--- src/rtl/fp_div_iter.sv ---
// fp_div_iter: iterative floating-point divider, restoring radix-2.
// Operands use {sign, expo, mant} packing.
// Optional feature macro: FP_DIV_SUBNORM_EN.
//   Defined   - subnormal inputs are normalized in NORM, and tiny results are
//               denormalized with sticky before rounding.
//   Undefined - subnormal inputs read as signed zero, and tiny results flush
//               to signed zero with UF and NX set.
//
// state | meaning
// IDLE  | waiting for operands, in_ready high
// NORM  | build significands and the biased exponent, load the iteration counter
// ITER  | one restoring quotient bit per cycle, MANT_W+3 cycles
// ROUND | normalize, round, and detect overflow/underflow
// DONE  | result presented until out_ready
module fp_div_iter #(
    parameter int SIGN_W = 1,
    parameter int EXPO_W = 8,
    parameter int MANT_W = 23
) (
    input  logic                            clk,
    input  logic                            rst,
    input  logic                            in_valid,
    output logic                            in_ready,
    input  logic [SIGN_W+EXPO_W+MANT_W-1:0] a,
    input  logic [SIGN_W+EXPO_W+MANT_W-1:0] b,
    input  logic [1:0]                      rnd,
    output logic                            out_valid,
    input  logic                            out_ready,
    output logic [SIGN_W+EXPO_W+MANT_W-1:0] res,
    output logic [4:0]                      status
);
    localparam int W  = SIGN_W + EXPO_W + MANT_W;
    localparam int QW = MANT_W + 3;
    localparam int EW = EXPO_W + 2;
    localparam int CW = $clog2(QW);

    localparam logic [EXPO_W-1:0]    EXP_ONES = '1;
    localparam logic signed [EW-1:0] E_ONE    = EW'(1);
    localparam logic signed [EW-1:0] BIAS     = EW'((1 << (EXPO_W - 1)) - 1);

    typedef enum logic [2:0] {IDLE, NORM, ITER, ROUND, DONE} state_t;
    state_t state, state_nx;

    // Live operand fields, only used on the accepting edge
    logic              a_sign, b_sign;
    logic [EXPO_W-1:0] a_expo, b_expo;
    logic [MANT_W-1:0] a_frac, b_frac;
    logic              a_nan, b_nan, a_inf, b_inf, a_zero, b_zero, special;
    logic [W-1:0]      sp_res;
    logic [4:0]        sp_status;

    // Captured operation
    logic              sign_r;
    logic [1:0]        rnd_r;
    logic [EXPO_W-1:0] ea_r, eb_r;
    logic [MANT_W-1:0] fa_r, fb_r;

    // Iteration datapath
    logic [MANT_W:0]        div_r;
    logic [QW-1:0]          rem_r, q_r, div_ext, rem_sel, rem_nx;
    logic                   rem_ge;
    logic signed [EW-1:0]   exp_r;
    logic [CW-1:0]          cnt_r;

    logic [MANT_W:0]        norm_ma, norm_mb;
    logic signed [EW-1:0]   norm_ea, norm_eb;

    // Rounding datapath
    logic [QW-1:0]          q_n;
    logic signed [EW-1:0]   e_n, e_base, e_fin;
    logic [MANT_W:0]        sig;
    logic [MANT_W+1:0]      rounded;
    logic                   g_bit, r_bit, s_bit, up, inexact, tiny, ovf, to_inf;
    logic [W-1:0]           rnd_res;
    logic [4:0]             rnd_status;

    logic [W-1:0]           res_r;
    logic [4:0]             status_r;

`ifdef FP_DIV_SUBNORM_EN
    int                     lz_a, lz_b, sh;
    logic [QW-1:0]          q_sh;
    logic                   lost;

    function automatic int lzc(input logic [MANT_W:0] v);
        int n;
        n = MANT_W + 1;
        for (int i = 0; i <= MANT_W; i++) begin
            if (v[i]) n = MANT_W - i;
        end
        return n;
    endfunction
`endif

    assign a_sign = a[W-1];
    assign b_sign = b[W-1];
    assign a_expo = a[MANT_W +: EXPO_W];
    assign b_expo = b[MANT_W +: EXPO_W];
    assign a_frac = a[MANT_W-1:0];
    assign b_frac = b[MANT_W-1:0];

    assign a_nan  = (a_expo == EXP_ONES) && (a_frac != '0);
    assign b_nan  = (b_expo == EXP_ONES) && (b_frac != '0);
    assign a_inf  = (a_expo == EXP_ONES) && (a_frac == '0);
    assign b_inf  = (b_expo == EXP_ONES) && (b_frac == '0);
`ifdef FP_DIV_SUBNORM_EN
    assign a_zero = (a_expo == '0) && (a_frac == '0);
    assign b_zero = (b_expo == '0) && (b_frac == '0);
`else
    assign a_zero = (a_expo == '0);
    assign b_zero = (b_expo == '0);
`endif
    assign special = a_nan | b_nan | a_inf | b_inf | a_zero | b_zero;

    assign in_ready  = (state == IDLE);
    assign out_valid = (state == DONE);
    assign res       = res_r;
    assign status    = status_r;

    // Result of a special-operand division, resolved straight from the live inputs
    always_comb begin
        sp_res    = '0;
        sp_status = 5'b00000;
        if (a_nan || b_nan || (a_zero && b_zero) || (a_inf && b_inf)) begin
            sp_res    = {{SIGN_W{1'b0}}, EXP_ONES, 1'b1, {(MANT_W-1){1'b0}}};
            sp_status = 5'b10000;
        end else if (a_inf) begin
            sp_res = {SIGN_W'(a_sign ^ b_sign), EXP_ONES, {MANT_W{1'b0}}};
        end else if (b_zero) begin
            sp_res    = {SIGN_W'(a_sign ^ b_sign), EXP_ONES, {MANT_W{1'b0}}};
            sp_status = 5'b01000;
        end else begin
            sp_res = {SIGN_W'(a_sign ^ b_sign), {(EXPO_W+MANT_W){1'b0}}};
        end
    end

    // State register
    always_ff @(posedge clk or posedge rst) begin
        if (rst) state <= IDLE;
        else     state <= state_nx;
    end

    // Next-state logic
    always_comb begin
        state_nx = state;
        case (state)
            IDLE:    if (in_valid) state_nx = special ? DONE : NORM;
            NORM:    state_nx = ITER;
            ITER:    if (cnt_r == '0) state_nx = ROUND;
            ROUND:   state_nx = DONE;
            DONE:    if (out_ready) state_nx = IDLE;
            default: state_nx = IDLE;
        endcase
    end

    // Significands with hidden bit and unbiased-aligned exponents
    always_comb begin
        norm_ma = {1'b1, fa_r};
        norm_mb = {1'b1, fb_r};
        norm_ea = $signed({2'b00, ea_r});
        norm_eb = $signed({2'b00, eb_r});
`ifdef FP_DIV_SUBNORM_EN
        lz_a = lzc({1'b0, fa_r});
        lz_b = lzc({1'b0, fb_r});
        if (ea_r == '0) begin
            norm_ma = {1'b0, fa_r} << lz_a;
            norm_ea = E_ONE - EW'(lz_a);
        end
        if (eb_r == '0) begin
            norm_mb = {1'b0, fb_r} << lz_b;
            norm_eb = E_ONE - EW'(lz_b);
        end
`endif
    end

    // One restoring step: subtract when the divisor fits, then shift
    assign div_ext = {2'b00, div_r};
    assign rem_ge  = (rem_r >= div_ext);
    assign rem_sel = rem_ge ? (rem_r - div_ext) : rem_r;
    assign rem_nx  = rem_sel << 1;

    // Normalize, round and classify the iterated quotient
    always_comb begin
        q_n = q_r;
        e_n = exp_r;
        if (!q_r[QW-1]) begin
            q_n = {q_r[QW-2:0], 1'b0};
            e_n = exp_r - E_ONE;
        end
        s_bit  = |rem_r;
        tiny   = e_n[EW-1] || (e_n == '0);
        e_base = e_n - E_ONE;
`ifdef FP_DIV_SUBNORM_EN
        sh   = 0;
        q_sh = q_n;
        lost = 1'b0;
        if (tiny) begin
            sh = 1 - int'(e_n);
            if (sh > QW) sh = QW;
            for (int i = 0; i < QW; i++) begin
                if (i < sh) lost = lost | q_n[i];
            end
            q_sh   = q_n >> sh;
            e_base = '0;
        end
        q_n   = q_sh;
        s_bit = s_bit | lost;
`endif
        sig     = q_n[QW-1:2];
        g_bit   = q_n[1];
        r_bit   = q_n[0];
        inexact = g_bit | r_bit | s_bit;
        case (rnd_r)
            2'b00:   up = g_bit & (r_bit | s_bit | sig[0]);
            2'b01:   up = 1'b0;
            2'b10:   up = sign_r & inexact;
            default: up = ~sign_r & inexact;
        endcase
        rounded = {1'b0, sig} + {{(MANT_W+1){1'b0}}, up};
        // Top two bits of the rounded significand: 01 normal, 10 carried out,
        // 00/01 for a denormalized value; added to (exponent - 1) they give the field.
        e_fin  = e_base + {{(EW-2){1'b0}}, rounded[MANT_W+1:MANT_W]};
        ovf    = ~e_fin[EW-1] && (e_fin[EW-2:0] >= {1'b0, EXP_ONES});
        to_inf = (rnd_r == 2'b00) || (rnd_r == 2'b11 && !sign_r) || (rnd_r == 2'b10 && sign_r);

        rnd_res    = {SIGN_W'(sign_r), e_fin[EXPO_W-1:0], rounded[MANT_W-1:0]};
        rnd_status = {4'b0000, inexact};
        if (ovf) begin
            rnd_status = 5'b00101;
            if (to_inf) rnd_res = {SIGN_W'(sign_r), EXP_ONES, {MANT_W{1'b0}}};
            else        rnd_res = {SIGN_W'(sign_r), {(EXPO_W-1){1'b1}}, 1'b0, {MANT_W{1'b1}}};
        end else if (tiny) begin
`ifdef FP_DIV_SUBNORM_EN
            rnd_status = {3'b000, inexact, inexact};
`else
            rnd_res    = {SIGN_W'(sign_r), {(EXPO_W+MANT_W){1'b0}}};
            rnd_status = 5'b00011;
`endif
        end
    end

    // Operand capture, iteration and result registers
    always_ff @(posedge clk or posedge rst) begin
        if (rst) begin
            sign_r   <= 1'b0;
            rnd_r    <= 2'b00;
            ea_r     <= '0;
            eb_r     <= '0;
            fa_r     <= '0;
            fb_r     <= '0;
            div_r    <= '0;
            rem_r    <= '0;
            q_r      <= '0;
            exp_r    <= '0;
            cnt_r    <= '0;
            res_r    <= '0;
            status_r <= 5'b00000;
        end else begin
            case (state)
                IDLE: begin
                    if (in_valid) begin
                        sign_r <= a_sign ^ b_sign;
                        rnd_r  <= rnd;
                        ea_r   <= a_expo;
                        eb_r   <= b_expo;
                        fa_r   <= a_frac;
                        fb_r   <= b_frac;
                        if (special) begin
                            res_r    <= sp_res;
                            status_r <= sp_status;
                        end
                    end
                end
                NORM: begin
                    rem_r <= {2'b00, norm_ma};
                    div_r <= norm_mb;
                    exp_r <= norm_ea - norm_eb + BIAS;
                    q_r   <= '0;
                    cnt_r <= CW'(MANT_W + 2);
                end
                ITER: begin
                    rem_r <= rem_nx;
                    q_r   <= {q_r[QW-2:0], rem_ge};
                    if (cnt_r != '0) cnt_r <= cnt_r - 1'b1;
                end
                ROUND: begin
                    res_r    <= rnd_res;
                    status_r <= rnd_status;
                end
                default: ;
            endcase
        end
    end
endmodule

--- config.mk ---
export PLATFORM = sky130hd
export DESIGN_NAME = fp_div_iter
export DESIGN_NICKNAME = d
export VERILOG_FILES = /design/src/rtl/fp_div_iter.sv
export SDC_FILE = /design/constraint.sdc
export NUM_CORES = 1
export LEC_CHECK = 0
export ABC_AREA = 1
export CELL_PAD_IN_SITES_DETAIL_PLACEMENT = 1
export CELL_PAD_IN_SITES_GLOBAL_PLACEMENT = 1
export CORE_AREA = 2 2 175 177
export CTS_CLUSTER_DIAMETER = 40
export DETAILED_ROUTE_END_ITERATION = 7
export DIE_AREA = 0 0 177 179
export PLACE_DENSITY = 0.86
export SKIP_LAST_GASP = 1
export SLEW_MARGIN = 20
export SYNTH_ARGS = -nofsm -noshare
export SYNTH_HDL_FRONTEND = slang
export SYNTH_SLANG_ARGS = --single-unit
--- constraint.sdc ---
create_clock -name clk -period 7.75 [get_ports clk]
set_input_delay 0.775 -clock clk [delete_from_list [all_inputs] [get_ports clk]]
set_output_delay 0.775 -clock clk [all_outputs]
set_load 0.02 [all_outputs]
### Yosys cells after proc, flatten, opt, wreduce, memory -nomap -nowiden

Cells that the tools add are included.

* add/sub/neg operators: 8
* multiply operators: 0
* div/mod/pow operators: 0
* $lt $le $gt $ge: 2
* eq/ne operators: 14
* shifts and indexed selects: 0
* multiplexer cells: 30
* bitwise gates (word level): 15
* reduce and logical (&&, ||, !) cells: 34

Operators by type and width (count)
* 31-bit 2-to-1 mux: 4
* 26-bit one-hot mux with 2 select lines: 2
* 32-bit 2-to-1 mux: 3
* 32-bit one-hot mux with 2 select lines: 1
* 23-bit zero test: 2
* 23-bit nonzero test: 2
* 26-bit by 24-bit greater-or-equal comparator with 1-bit output: 1
* 26-bit 2-to-1 mux: 1
* 26-bit OR reduction: 1
* 24-bit by 1-bit adder with 25-bit output: 1
* 25-bit 2-to-1 mux: 1
* 25-bit by 24-bit subtractor with 25-bit output: 1
* 24-bit 2-to-1 mux: 1
* 5-bit 2-to-1 mux: 4
* 5-bit one-hot mux with 2 select lines: 2
* 10-bit by 2-bit subtractor with 10-bit output (second input constant): 2
* 8-bit == test (second input constant): 2
* 8-bit zero test: 2
* 3-bit 2-to-1 mux: 5
* 3-bit one-hot mux with 5 select lines: 1
* 10-bit by 2-bit adder with 10-bit output: 1
* 9-bit by 8-bit adder with 10-bit output (second input constant): 1
* 10-bit zero test: 1
* 10-bit 2-to-1 mux: 1
* other kinds (27): 60

* register bits: 196
* bits in latches: 0
* bits in writable memories: 0
* ROM bits: 0
* input bits: 70
* output and inout port bits: 39
* logic and storage cells: 117
* memories: 0

### Depth between registers and ports, before layout

Gate-level depths: netlist of run 1.

* depth after elaboration: 11
* depth in mapped cells: 34
* depth with buffers taken out: 33

### Least setup slack after synthesis of run 1

OpenSTA, ideal clock, no wires.

* kind: register to register
* from: register q_r[25]
* to: register res_r[16] (netlist: res[16])
* setup time: 65 ps
* arrival time: 4354 ps
* data required time: 7685 ps
* path slack: 3332 ps
* stages on the path, launching flop included: 35
* path buffers: 3
* clock period less this slack: 4418 ps
* path through: dfrtp_1 buf_4 buf_2 nand2_1 nand4_1 nor2_1 nand2_1 nor2_1 o31ai_1 ha_1 ha_1 inv_1 nor3_1 nand4_1 nor3_1 nand3_1 ha_1 inv_1 ha_1 inv_1 fa_1 inv_1 nand2_1 nand2_1 nand2_1 nand2_1 nand3_1 nor2_1 nand3_1 nand2_1 nand2_2 buf_2 o31ai_1 nand2_1 nand2_1

* cells in the longest elaborated chain, start to end: 11
* elaborated cells between the ends (all ways): 21
* classes of those cells: add/sub: 3; order compare: 1; mux: 6; bitwise: 8; reduce/logical: 3

Ends and longest elaborated chain
* start: declaration: RTL line 60 `logic [QW-1:0] rem_r, q_r, div_ext, rem_sel, rem_nx;`
* start signal: assignment: RTL line 283 `q_r <= {q_r[QW-2:0], rem_ge};`
* 26-bit 2-to-1 mux: RTL line 186 `if (!q_r[QW-1]) begin`
* 1-bit OR, on equally long branches (2 in series): RTL line 212, 214
* 1-bit bitwise AND, on equally long branches: RTL line 217, 214, 216
* 1-bit one-hot mux with 3 select lines: RTL line 213 `case (rnd_r)`
* 24-bit by 1-bit adder with 25-bit output: RTL line 219 `rounded = {1'b0, sig} + {{(MANT_W+1){1'b0}}, up};`
* 10-bit by 2-bit adder with 10-bit output: RTL line 222 `e_fin = e_base + {{(EW-2){1'b0}}, rounded[MANT_W+1:MANT_W]};`
* 9-bit by 8-bit greater-or-equal comparator with 1-bit output / 1-bit inverter (equally long branches): RTL line 223 `ovf = ~e_fin[EW-1] && (e_fin[EW-2:0] >= {1'b0, EXP_ONES});`
* 1-bit logical AND: RTL line 223
* 31-bit 2-to-1 mux *: RTL line 228 `if (ovf) begin`
* 32-bit one-hot mux with 2 select lines *: RTL line 259 `case (state)`
* end signal: assignment: RTL line 269 `res_r <= sp_res;`
* end signal: assignment: RTL line 287 `res_r <= rnd_res;`
* end: declaration: RTL line 77 `logic [W-1:0] res_r;`

Mark *: on every way between the ends. The rest lies on a longest branch, timed or not.
A chain may end at the register's enable or synchronous reset.

### Worst setup path after layout of run 1

* from: register q_r[25]
* to: register res_r[29] (netlist: res[29])

The elaborated chain is that of the path after synthesis.

==> results of run 1 <==
[cells by family (layout without fill, tap and decap cells)]
| kind of cell | after synthesis | count (layout) | synth area share, % |
|---|---|---|---|
| simple gates | 879 | 879 | 30.1 |
| buf+inv | 337 | 428 | 10.7 |
| compound gates | 272 | 272 | 11.8 |
| mux | 1 | 1 | 0.0892 |
| fa+ha+maj | 56 | 56 | 5.73 |
| flops | 196 | 196 | 38.8 |
| xor+xnor | 39 | 39 | 2.76 |
[metal layers]
layer / up-vias / GRT usage [%] / wire length [um]
met3: 55 / 3.39 / 1460
met4: 0 / 8.06 / 836
met5: - / 0 / 0
met2: 278 / 45.3 / 19500
met1: 5861 / 33.8 / 18200
li1: 5810 / - / -
[cells in the mapped netlist (all sizes together)]
library cell / instances
mux2: 1
ha: 53
a21o: 3
dfrtp: 196
a22o: 1
fa: 3
a31oi: 1
nand3: 103
nor4: 8
buf: 24
clkbuf: 33
o31ai: 4
or2: 4
o22a: 1
nand3b: 3
and2: 1
nand4: 50
a21boi: 1
o22ai: 25
o21bai: 11
a211oi: 1
nand2: 556
inv: 280
nor2: 131
xor2: 27
a21oi: 52
nand2b: 1
nor3: 22
xnor2: 12
o21a: 3
o21ai: 168
o211ai: 1
[state kept, by name, summed over array words and instances, names as in the netlist, 8 cells and up]
name   flops
rem_r     26
res       32
fa_r      23
ea_r       8
fb_r      23
q_r       26
exp_r     10
div_r     24
eb_r       8
[critical path, delay by kind of cell (launching register included)]
| family | cells | cell delay, ps |
|---|---|---|
| buffers and inverters | 6 | 830 |
| adder cells (fa/ha/maj) | 5 | 1430 |
| AND/OR/NAND/NOR | 16 | 2450 |
| AO/OA/AOI/OAI | 3 | 570 |
| flip-flops | 1 | 350 |
[stage by stage]
step	instance area, um2	cells	util (%)	setup slack, ps	hold slack (ps)
global route	14600	2267	48.7	1420	507
CTS	14600	2266	48.5	2150	482
floorplan	12600	1780	-	1630	426
finish	14600	2267	48.7	2030	483
global placement	14000	2234	46.6	2640	460
detailed placement	14000	2234	46.6	2220	464
[layout by cell type, fill, tap and decap left out, drive strengths merged, types with 17 or more instances in the layout]
cell type,instances
a21oi,52
clkbuf,17
clkdlybuf4s50,108
dfrtp,196
ha,53
inv,285
nand2,556
nand3,103
nand4,50
nor2,131
nor3,22
o21ai,168
o22ai,25
xor2,27
[area by class of cell]
cell class                      instances  area share (%)
Clock buffer                           17            2.91
Clock inverter                         15            1.19
Inverter                              280            7.24
Sequential cell                       196            33.6
Tap cell                              396            3.39
Multi-Input combinational cell       1247            43.8
Timing Repair Buffer                  116            7.95
[how the worst max path moves through the flow]
stage	start	endpoint	slack (ps)	depth (start not counted)
final	q_r[25]	res[29]	2030	30
after global routing	q_r[25]	res[27]	1420	30
after CTS	q_r[25]	res[4]	2150	28
after detailed placement	q_r[25]	res[17]	2220	28
after global placement	q_r[25]	res[10]	2640	28
after floorplan	rst	cnt_r[0]	1630	1
[power by group through the flow]
stage	Clock (uW)	Combinational (uW)	Sequential, uW
global placement	0	4370	1710
finish	923	4670	1720
global route	973	5280	1770
CTS	935	4620	1720
floorplan	0	3270	1730
detailed placement	0	4560	1730
==> results.txt, run 1 <==
* Run status: finished clean
* Most used cell, CP: nand2_1
* Post-synthesis net count: 1906
* Switching Power: 3860 uW
- For this design the static power due to leakage is 0.00731 uW.
- Of the total power, the clock network draws 12.6%.
- The die is 179 um tall.
- Total negative setup slack: 0 ps
* Top post-synthesis cells by area: dfrtp_1, nand2_1, inv_1
- Average cell area after synthesis: 7.09 um2
- GRT Total Usage: 26.1%
- Tcrit/Tclk final: 73.8%
- Pin placement for this block handled 109 I/O pins.
- Logic depth of the worst register-to-register path: 30
- Clock buffer count from CTS: 17
- The share of synthesized area in the top cell type comes to 38.8%.
- In this run the power density over the cells is 500 mW/mm2.
- CTS sink cnt: 196
- Fraction of layout instances using a drive strength above 1: 5.02%
* First-pass GRT wire length: 65600 um
- The H-tree was split into 4 levels.
- In this run the horizontal extent of the chip is 177 um.
* Via count: 12000
* Routed length per instance: 17.6 um
- End of the worst register-to-register path: res[29]
* Crit path required time: 8110 ps
- Reg2Reg Launch Point: q_r[25]
* CP max stage cell: buf_4
- Post-cts sizing count: 0
- Buffers inserted to repair hold after CTS numbered 0.
- Number of iterations in the first detailed-routing pass: 5
* Maximum number of pins on one net before global-route repair: 140
- For flop-to-flop paths, the worst setup slack is 2030 ps.
* Proportion of power drawn by combinational gates: 63.8%
* Quantity of I/O buffers inserted on ports: 108
- RSZ-0062 raised after global routing: false
- For this run, design rule violations remaining after detail routing come to 0.
- TritonCTS clock tree: yes
- 0 antenna diodes ended up in the layout.
- The congestion estimate from routability-driven global placement came to 0.939.
* Worst-skew pair later-pin latency: 450 ps
* Setup Viol. Count Final: 0
- The critical path is of the reg2reg type.
- Power share of the sequential group: 23.6%
* Arrival @ worst endpoint: 6080 ps
* Initial cell density of the core: 42.1%
- Global routing finished with a remaining overflow of 0.
- Critical Path Max Stage Delay: 420 ps
- For this block, the initial DRC count from the detailed router was 647.
- STA classifies the critical path endpoint as a flip-flop.
* Number of fillers in the final layout: 3839
- The netlist uses 51 different library cells.
* Relative area change from synthesis to final layout: 15.7%
* Floorplan die area: 0.0317 mm2
- After the last flow step, the layout net total stands at 1984.
* Standard-cell rows: 64
- Sequential cell area: 0.00490 mm2
- Across the VDD grid, the largest voltage drop is 231 uV.
* Class of the worst hold path: reg2reg
* Register bit total from synthesis: 196
* Switching part of the total: 52.8%
- Overall power consumption after layout is estimated at 7310 uW.
* Area leader, netlist: dfrtp_1
- Critical hold path startpoint: res[11]
- DP HPWL: 29500 um
- Syn. warnings: 0
- Normalized max-slew margin: 26.2%
- Internal: 3450 uW
- The share of the Yosys chip area taken by registers is 38.8%.
- Highest clock frequency the design can meet: 175 MHz
- The final number of max-transition violations is 0.
* Number of antenna violations at the first check in global routing: 0
- WHS Endpoint: res[11]
* Worst Hold Depth: 2
* Area of the multi-input gates: 0.00639 mm2
* Routed wire length: 40000 um
- Clock tree synthesis selected as its root buffer the cell clkbuf_16.
* Post-CTS Repair Setup Buffers: 0
- The total count of hold-check failures in the final report came to 0.
- Critical path startpoint category: flip-flop
- The clock passes through at most 2 buffers.
- After detailed routing, the number of vias per cell comes to 5.30.
- Core Area: 0.0300 mm2
* Clock-pin slew reported for the worst setup and hold paths after clock tree synthesis: 80 ps
* Final worst clock skew: 13.2 ps
* Slew at the pin with the worst max-slew slack: 1110 ps
- Max-cap violations in this run came to 0.
* Number of global-route vias before repair: 12600
- In this run the worst path has a maximum fanout of 49.
- Synthesized instance count: 1780
- Subtracting the final worst setup slack from the clock period gives 5720 ps.
- The cell area that synthesis handed to floorplanning was 0.0126 mm2.
- Residual antenna-violating net count after detailed routing: 0
Note: power is estimated with default switching activity, not from simulation.
==> run 2: changes to the inputs <==
--- a/config.mk
+++ b/config.mk
@@ -8,11 +8,11 @@
 export ABC_AREA = 1
 export CELL_PAD_IN_SITES_DETAIL_PLACEMENT = 1
 export CELL_PAD_IN_SITES_GLOBAL_PLACEMENT = 1
-export CORE_AREA = 2 2 175 177
+export CORE_AREA = 2 2 183 185
 export CTS_CLUSTER_DIAMETER = 40
 export DETAILED_ROUTE_END_ITERATION = 7
-export DIE_AREA = 0 0 177 179
-export PLACE_DENSITY = 0.86
+export DIE_AREA = 0 0 185 187
+export PLACE_DENSITY = 0.83
 export SKIP_LAST_GASP = 1
 export SLEW_MARGIN = 20
 export SYNTH_ARGS = -nofsm -noshare
==> constraint.sdc (replaced) <==
create_clock -name clk -period 4.9 [get_ports clk]
set_input_delay 0.49 -clock clk [delete_from_list [all_inputs] [get_ports clk]]
set_output_delay 0.49 -clock clk [all_outputs]
set_load 0.02 [all_outputs]
==> results.txt, run 2 (synthesis results as in run 1) <==
* Run status: finished clean
- The final weighted congestion in routability-driven placement came to 0.929 (-1.0%).
- Number of iterations in the first detailed-routing pass: 5 (unchanged)
* Die Y: 187 um (+4.5%)
* Number of flip-flops in the largest register: 32 (unchanged)
* Highest clock frequency the design can meet: 217 MHz (+24%)
* Number of global-route vias before repair: 12800 (+1.4%)
* Core Area: 0.0329 mm2 (+9.4%)
- Initial cell density of the core: 38.4% (-3.6 points)
* Tcrit/Tclk final: 94.2% (+20 points)
- Worst-case setup margin in the final layout: 282 ps (-1750 ps)
- The average wire per standard cell is 17.4 um (-1.1%).
- Clock-pin slew reported for the worst setup and hold paths after clock tree synthesis: 80 ps (about the same)
* Met2 track utilization from global routing: 42.2% (-3.1 points)
* Cell at the root of the clock tree: clkbuf_16
- Area post-placement: 0.0142 mm2 (+1.4%)
- Type of the setup path with the least slack: reg2reg
* Normalized max-slew margin: 32.1% (+5.8 points)
* Global-route layer with the greatest usage: met2
- Post-placement worst setup slack: -303 ps (-2520 ps)
- Antenna Diode Count: 0 (unchanged)
- CTS sink cnt: 196 (unchanged)
- Residual antenna-violating net count after detailed routing: 0 (unchanged)
- GRT Total Usage: 24.3% (-1.8 points)
* Slew at the pin with the worst max-slew slack: 1010 ps (-92.6 ps)
- CP max stage cell: dfrtp_1
- The clock latency reported for the late side of the worst-skew pair came to 470 ps (+20 ps).
- The max-cap violation count was 0 (unchanged).
- The number of primary I/O pins was 109 (unchanged).
* Number of buffers between clock root and the deepest sink: 2 (unchanged)
* Critical Path Max Stage Delay: 420 ps (about the same)
* Final worst clock skew: 20.4 ps (+7.17 ps)
* Met1 Use GR: 31.2% (-2.6 points)
- Max Slew Vio Count: 0 (unchanged)
- The deepest level of the CTS H-tree was 4 (unchanged).
- STA classifies the critical path endpoint as a flip-flop.
- Chip Width: 185 um (+4.5%)
* Total DRC errors in the routed layout: 0 (unchanged)
- The leakage power summed over all cells is 0.00745 uW (+1.9%).
- Most frequent standard cell in the layout excluding fill and tap cells: nand2_1
* Global Route met3 Usage: 3.15% (-0.24 points)
- TritonCTS built the clock tree.
- The first-pass GRT wire length was 66800 um (+1.9%).
- The hold buffer count at cts was 0 (unchanged).
* Standard-cell rows: 67 (+4.7%)
- The number of antenna violations at the first check in global routing is 0 (unchanged).
- Clock buffer count from CTS: 17 (unchanged)
* Number of hold violations in the final report: 0 (unchanged)
* Post-Layout Inst Area: 0.0151 mm2 (+3.3%)
- Grt ovf: 0 (unchanged)
- The final-stage net count came to 2011 (+1.4%).
- The quantity of I/O buffers inserted on ports came to 108 (unchanged).
* DR vias/cell: 5.21 (-1.6%)
- The final-report setup violation count was 0 (unchanged).
- The areal power density over the cells is 813 mW/mm2 (+63%).
- The layout cell share with drive strength beyond 1 was 7.69% (+2.7 points).
- The data required time of the worst path came to 5280 ps (-2830 ps).
* Crit Path Max Fanout: 7 (-86%)
* Arrival @ worst endpoint: 5000 ps (-1080 ps)
- The worst hold path belongs to the class reg2reg.
* Relative area change from synthesis to final layout: 19.5%
* Most frequent cells in the layout: nand2_1, inv_1, dfrtp_1, o21ai_0, nor2_1
- Floorplan die area: 0.0346 mm2 (+9.2%)
- The minimum clock period after layout came to 4620 ps (-1100 ps).
* Finished Core Util: 45.9% (-2.7 points)
- Routed wire length: 40900 um (+2.3%)
* 1st-iter DRT viols: 811 (+25%)
* Via count: 12200 (+1.8%)
* Worst vdd ir: 386 uV (+67%)
- The pin count of the biggest net entering global routing is 156 (+11%).
- Critical path startpoint category: flip-flop
- DP HPWL: 30400 um (+2.9%)
[run 2: cell types whose count changed in the layout (fill, tap and decap cells not counted), moves of 3 or more]
cell / before / now
buf_4: 7 / 31
nand2_1: 539 / 534
nor4_1: 7 / 3
ha_1: 53 / 50
inv_1: 273 / 270
nor2_1: 117 / 114
nor2_2: 8 / 11
nor3_1: 16 / 13
nor3_2: 6 / 9
nor4_2: 1 / 4
[run 2: critical path: cells and delay by family, from the launching register on]
| kind | cells | cell delay, ps |
|---|---|---|
| AO/OA/AOI/OAI | 3 | 490 |
| XOR/XNOR | 1 | 150 |
| adder cells (fa/ha/maj) | 4 | 860 |
| buffers and inverters | 5 | 440 |
| flip-flops | 1 | 420 |
| AND/OR/NAND/NOR | 18 | 2150 |
[run 2: worst paths after layout]
path	to	slack, ps	startpoint	cells after the start
max in group asynchronous	status[3]	3570	rst	3
worst max-delay path	res[24]	280	rem_r[9]	31
worst min-delay path	eb_r[4]	490	eb_r[4]	2
min in group asynchronous	q_r[10]	530	rst	3
worst min register to register	eb_r[4]	490	eb_r[4]	2
worst max register to register	res[24]	280	rem_r[9]	31
[run 2: power by group]
part / leakage [uW] / switching (uW) / internal (uW)
sequential: 0.00249 / 438 / 2280
combinational: 0.00466 / 5220 / 2840
clock: 0.000301 / 750 / 753
total: 0.00745 / 6410 / 5870
[run 2: layer usage]
metal  part of all wire [%]  routed length (um)
met4                    2.5                1040
met2                     50               20300
met5                      0                   0
met3                    3.1                1280
met1                     45               18300
[run 2: metrics by stage]
stage          power, uW  instances  TNS [ps]  hold WS (ps)
5_1_grt            13400       2346     -1790           506
4_1_cts            11900       2338         0           489
2_1_floorplan       7910       1780         0           426
6_report           12300       2346         0           487
3_5_place_dp        9990       2303     -5650           468
3_3_place_gp        9660       2303         0           454
[run 2: layout make-up]
type                       count  area (um2)
fill                        4177       17800
multi-input combinational   1248        6570
sequential                   196        4910
timing repair buffer         142        1380
inverter                     280        1050
tap                          448         561
clock buffer                  18         439
clock inverter                14         188
[run 2: repair_timing]
action                                  4_1_cts  5_1_grt
resized for setup                             8       30
cloned                                        1        1
hold endpoints to repair                      0        0
endpoints found under the setup margin       22       34
setup buffers                                 2        7
pin swaps                                     1       18
==> run 3: changes to the inputs <==
--- a/config.mk
+++ b/config.mk
@@ -7,12 +7,12 @@
 export LEC_CHECK = 0
 export ABC_AREA = 1
 export CELL_PAD_IN_SITES_DETAIL_PLACEMENT = 1
-export CELL_PAD_IN_SITES_GLOBAL_PLACEMENT = 1
-export CORE_AREA = 2 2 183 185
+export CELL_PAD_IN_SITES_GLOBAL_PLACEMENT = 2
+export CORE_AREA = 2 2 209 211
 export CTS_CLUSTER_DIAMETER = 40
 export DETAILED_ROUTE_END_ITERATION = 7
-export DIE_AREA = 0 0 185 187
-export PLACE_DENSITY = 0.83
+export DIE_AREA = 0 0 211 213
+export PLACE_DENSITY = 0.81
 export SKIP_LAST_GASP = 1
 export SLEW_MARGIN = 20
 export SYNTH_ARGS = -nofsm -noshare
==> results.txt, run 3 (synthesis results as in run 1) <==
- The area of the multi-input gates was 0.00648 mm2 (-1.4%).
- Run status: finished clean
- Most used cell, CP: nand2_1
- Number of buffers between clock root and the deepest sink: 2 (unchanged)
- The leakage power summed over all cells was 0.00746 uW (+0.17%).
* Number of hold violations in the final report: 0 (unchanged)
- The clock slew at the register clock pins of the worst setup and hold paths was 80 ps (about the same).
- The tree is rooted in a clkbuf_16.
* Power per cell area: 778 mW/mm2 (-4.3%)
- The placement row count came to 76 (+13%).
* Uppermost signal routing layer after detailed routing: met4
- Arrival @ worst endpoint: 4910 ps (-90 ps)
* Worst reg2reg setup slack: 400 ps (+120 ps)
* Power share of the sequential group: 23.1% (+1.0 points)
- Slew at the pin with the worst max-slew slack: 985 ps (-28.0 ps)
- Antenna Diode Count: 0 (unchanged)
* Max Slew Vio Count: 0 (unchanged)
* Chip Width: 211 um (+14%)
- Number of global-route vias before repair: 12300 (-3.9%)
- Total negative setup slack: 0 ps (unchanged)
- Number of antenna violations at the first check in global routing: 0 (unchanged)
- Type of the setup path with the least slack: reg2reg
- The minimum clock period after layout came to 4500 ps (-120 ps).
- The highest clock frequency the design can meet came to 222 MHz (+2.7%).
- The sum of met3 wire segment lengths after detailed routing came to 907 um (-29%).
* DP HPWL: 30900 um (+1.9%)
* Worst vdd ir: 349 uV (-9.5%)
* Clock buffer count from CTS: 17 (unchanged)
- The pre-CTS setup slack is 32.7 ps (+335 ps).
- Tcrit/Tclk final: 91.8% (-2.4 points)
- Crit Path Max Fanout: 22 (+15)
* Most frequent standard cell in the layout excluding fill and tap cells: nand2_1
- The relative slew slack is 34.2% (+2.1 points).
- The height of the die is 213 um (+14%).
* Critical path endpoint category: flip-flop
- Number of fillers in the final layout: 5336 (+28%)
- The pin count of the biggest net entering global routing was 94 (-40%).
- The average wire per standard cell is 16.5 um (-5.2%).
- First-pass GRT wire length: 66200 um (-0.85%)
- Final net count: 2008 (-0.15%)
- The internal portion of total power is 5810 uW (-1.1%).
* Number of top-level pins: 109 (unchanged)
- Number of maximum-capacitance constraint violations: 0 (unchanged)
- Via count: 11700 (-4.4%)
- The area of the core is 0.0427 mm2 (+30%).
- Leaving out fill and tap cells, the most frequent cells in the layout are nand2_1, inv_1, dfrtp_1, o21ai_0, nor2_1.
- The worst reg2reg path depth is 32 (+3.2%).
- TritonCTS clock tree: yes
- The global-route congestion overflow total came to 0 (unchanged).
- Finished Core Util: 35.5% (-10 points)
- Number of iterations in the first detailed-routing pass: 5 (unchanged)
* CP max stage cell: dfrtp_2
- GRT Total Usage: 18.7% (-5.6 points)
- Worst-skew pair later-pin latency: 470 ps (about the same)
- The deepest level of the CTS H-tree came to 4 (unchanged).
* 1st-iter DRT viols: 462 (-43%)
* Number of flip-flops in the largest register: 32 (unchanged)
* Class of the worst hold path: in2async
- Setup Viol. Count Final: 0 (unchanged)
- Relative to the synthesized area, the layout overhead comes to 19.9%.
- The post-detailed-routing wire length came to 40400 um (-1.4%).
- Floorplan die area: 0.0449 mm2 (+30%)
* CTS sink cnt: 196 (unchanged)
- Total DRC errors in the routed layout: 0 (unchanged)
- Switching Power: 5970 uW (-6.8%)
- The peak per-stage delay on the critical path was 440 ps (+20 ps).
* Total met2 wirelength after detailed routing: 20000 um (-1.5%)
* Proportion of power drawn by combinational gates: 63.2% (-2.4 points)
- The fraction of power consumed by the clock network was 13.7% (+1.5 points).
- Gpl congestion: 0.880 (-5.3%)
- The quantity of I/O buffers inserted on ports came to 108 (unchanged).
- The total area of sequential cells came to 0.00491 mm2 (+0.10%).
- Crit path required time: 5310 ps (+30 ps)
- Residual antenna-violating net count after detailed routing: 0 (unchanged)
- Critical path startpoint category: flip-flop
* Switching part of the total: 50.7% (-1.5 points)
* Final worst clock skew: 15.4 ps (-4.93 ps)
- Fraction of layout instances using a drive strength above 1: 7.55% (-0.15 points)
- The routed metal-1 wire length was 18700 um (+2.1%).
- Initial cell density of the core: 29.6% (-8.9 points)
- DR vias/cell: 4.79 (-8.1%)
* Worst-case setup margin in the final layout: 402 ps (+120 ps)
==> run 3: cell types whose count changed in the layout (fill, tap and decap cells not counted), moves of 3 or more <==
cell,previous run,this run
clkinv_8,5,1
dfrtp_1,195,191
dfrtp_2,1,5
bufinv_16,1,4
nand2_2,15,18
==> run 3: critical path, delay by kind of cell, from the launching register on <==
family | cells | cell delay (ps)
AND/OR/NAND/NOR | 18 | 1970
adder cells (fa/ha/maj) | 4 | 920
buffers and inverters | 6 | 570
flip-flops | 1 | 440
AO/OA/AOI/OAI | 3 | 390
XOR/XNOR | 1 | 160
==> run 3: worst paths after layout <==
path | start | endpoint
min | rst | fa_r[17]
max | rem_r[0] | res[16]
min in group clk | res[11] | res[11]
max reg2reg | rem_r[0] | res[16]
min reg2reg | res[11] | res[11]
max in group asynchronous | rst | rem_r[12]
==> run 3: what timing repair did <==
| action | 4_1_cts | 5_1_grt |
|---|---|---|
| pin swaps | 0 | 8 |
| endpoints found under the setup margin | 1 | 34 |
| cloned | 0 | 0 |
| resized for setup | 2 | 29 |
| buffers inserted | 0 | 7 |
| hold buffers | 0 | 0 |
==> run 3: area by class of cell <==
| type | count | share of cell area (%) |
|---|---|---|
| Multi-Input combinational cell | 1247 | 42.8 |
| Sequential cell | 196 | 32.4 |
| Timing Repair Buffer | 140 | 8.92 |
| Inverter | 280 | 6.97 |
| Tap cell | 546 | 4.51 |
| Clock buffer | 17 | 2.81 |
| Clock inverter | 15 | 1.55 |
==> run 3: metal layers <==
metal	global-route usage [%]	vias to the layer above
li1	-	5870
met1	23.8	5649
met2	33.0	131
met3	2.34	38
met4	5.95	0
met5	0	-
==> run 3: power groups by stage <==
stage | logic, uW | clock network (uW) | registers, uW
2_1_floorplan | 5170 | 0 | 2740
3_3_place_gp | 7100 | 0 | 2710
3_5_place_dp | 7250 | 0 | 2740
4_1_cts | 7320 | 1660 | 2720
5_1_grt | 8490 | 1710 | 2820
6_report | 7440 | 1610 | 2720
==> run 3: metrics by stage <==
step	power, uW	instance area (um2)	cells	hold slack (ps)
finish	11800	15100	2441	366
global route	13000	15100	2441	428
CTS	11700	15000	2434	377
detailed placement	9990	14300	2402	453
global placement	9800	14300	2402	455
floorplan	7910	12600	1780	426
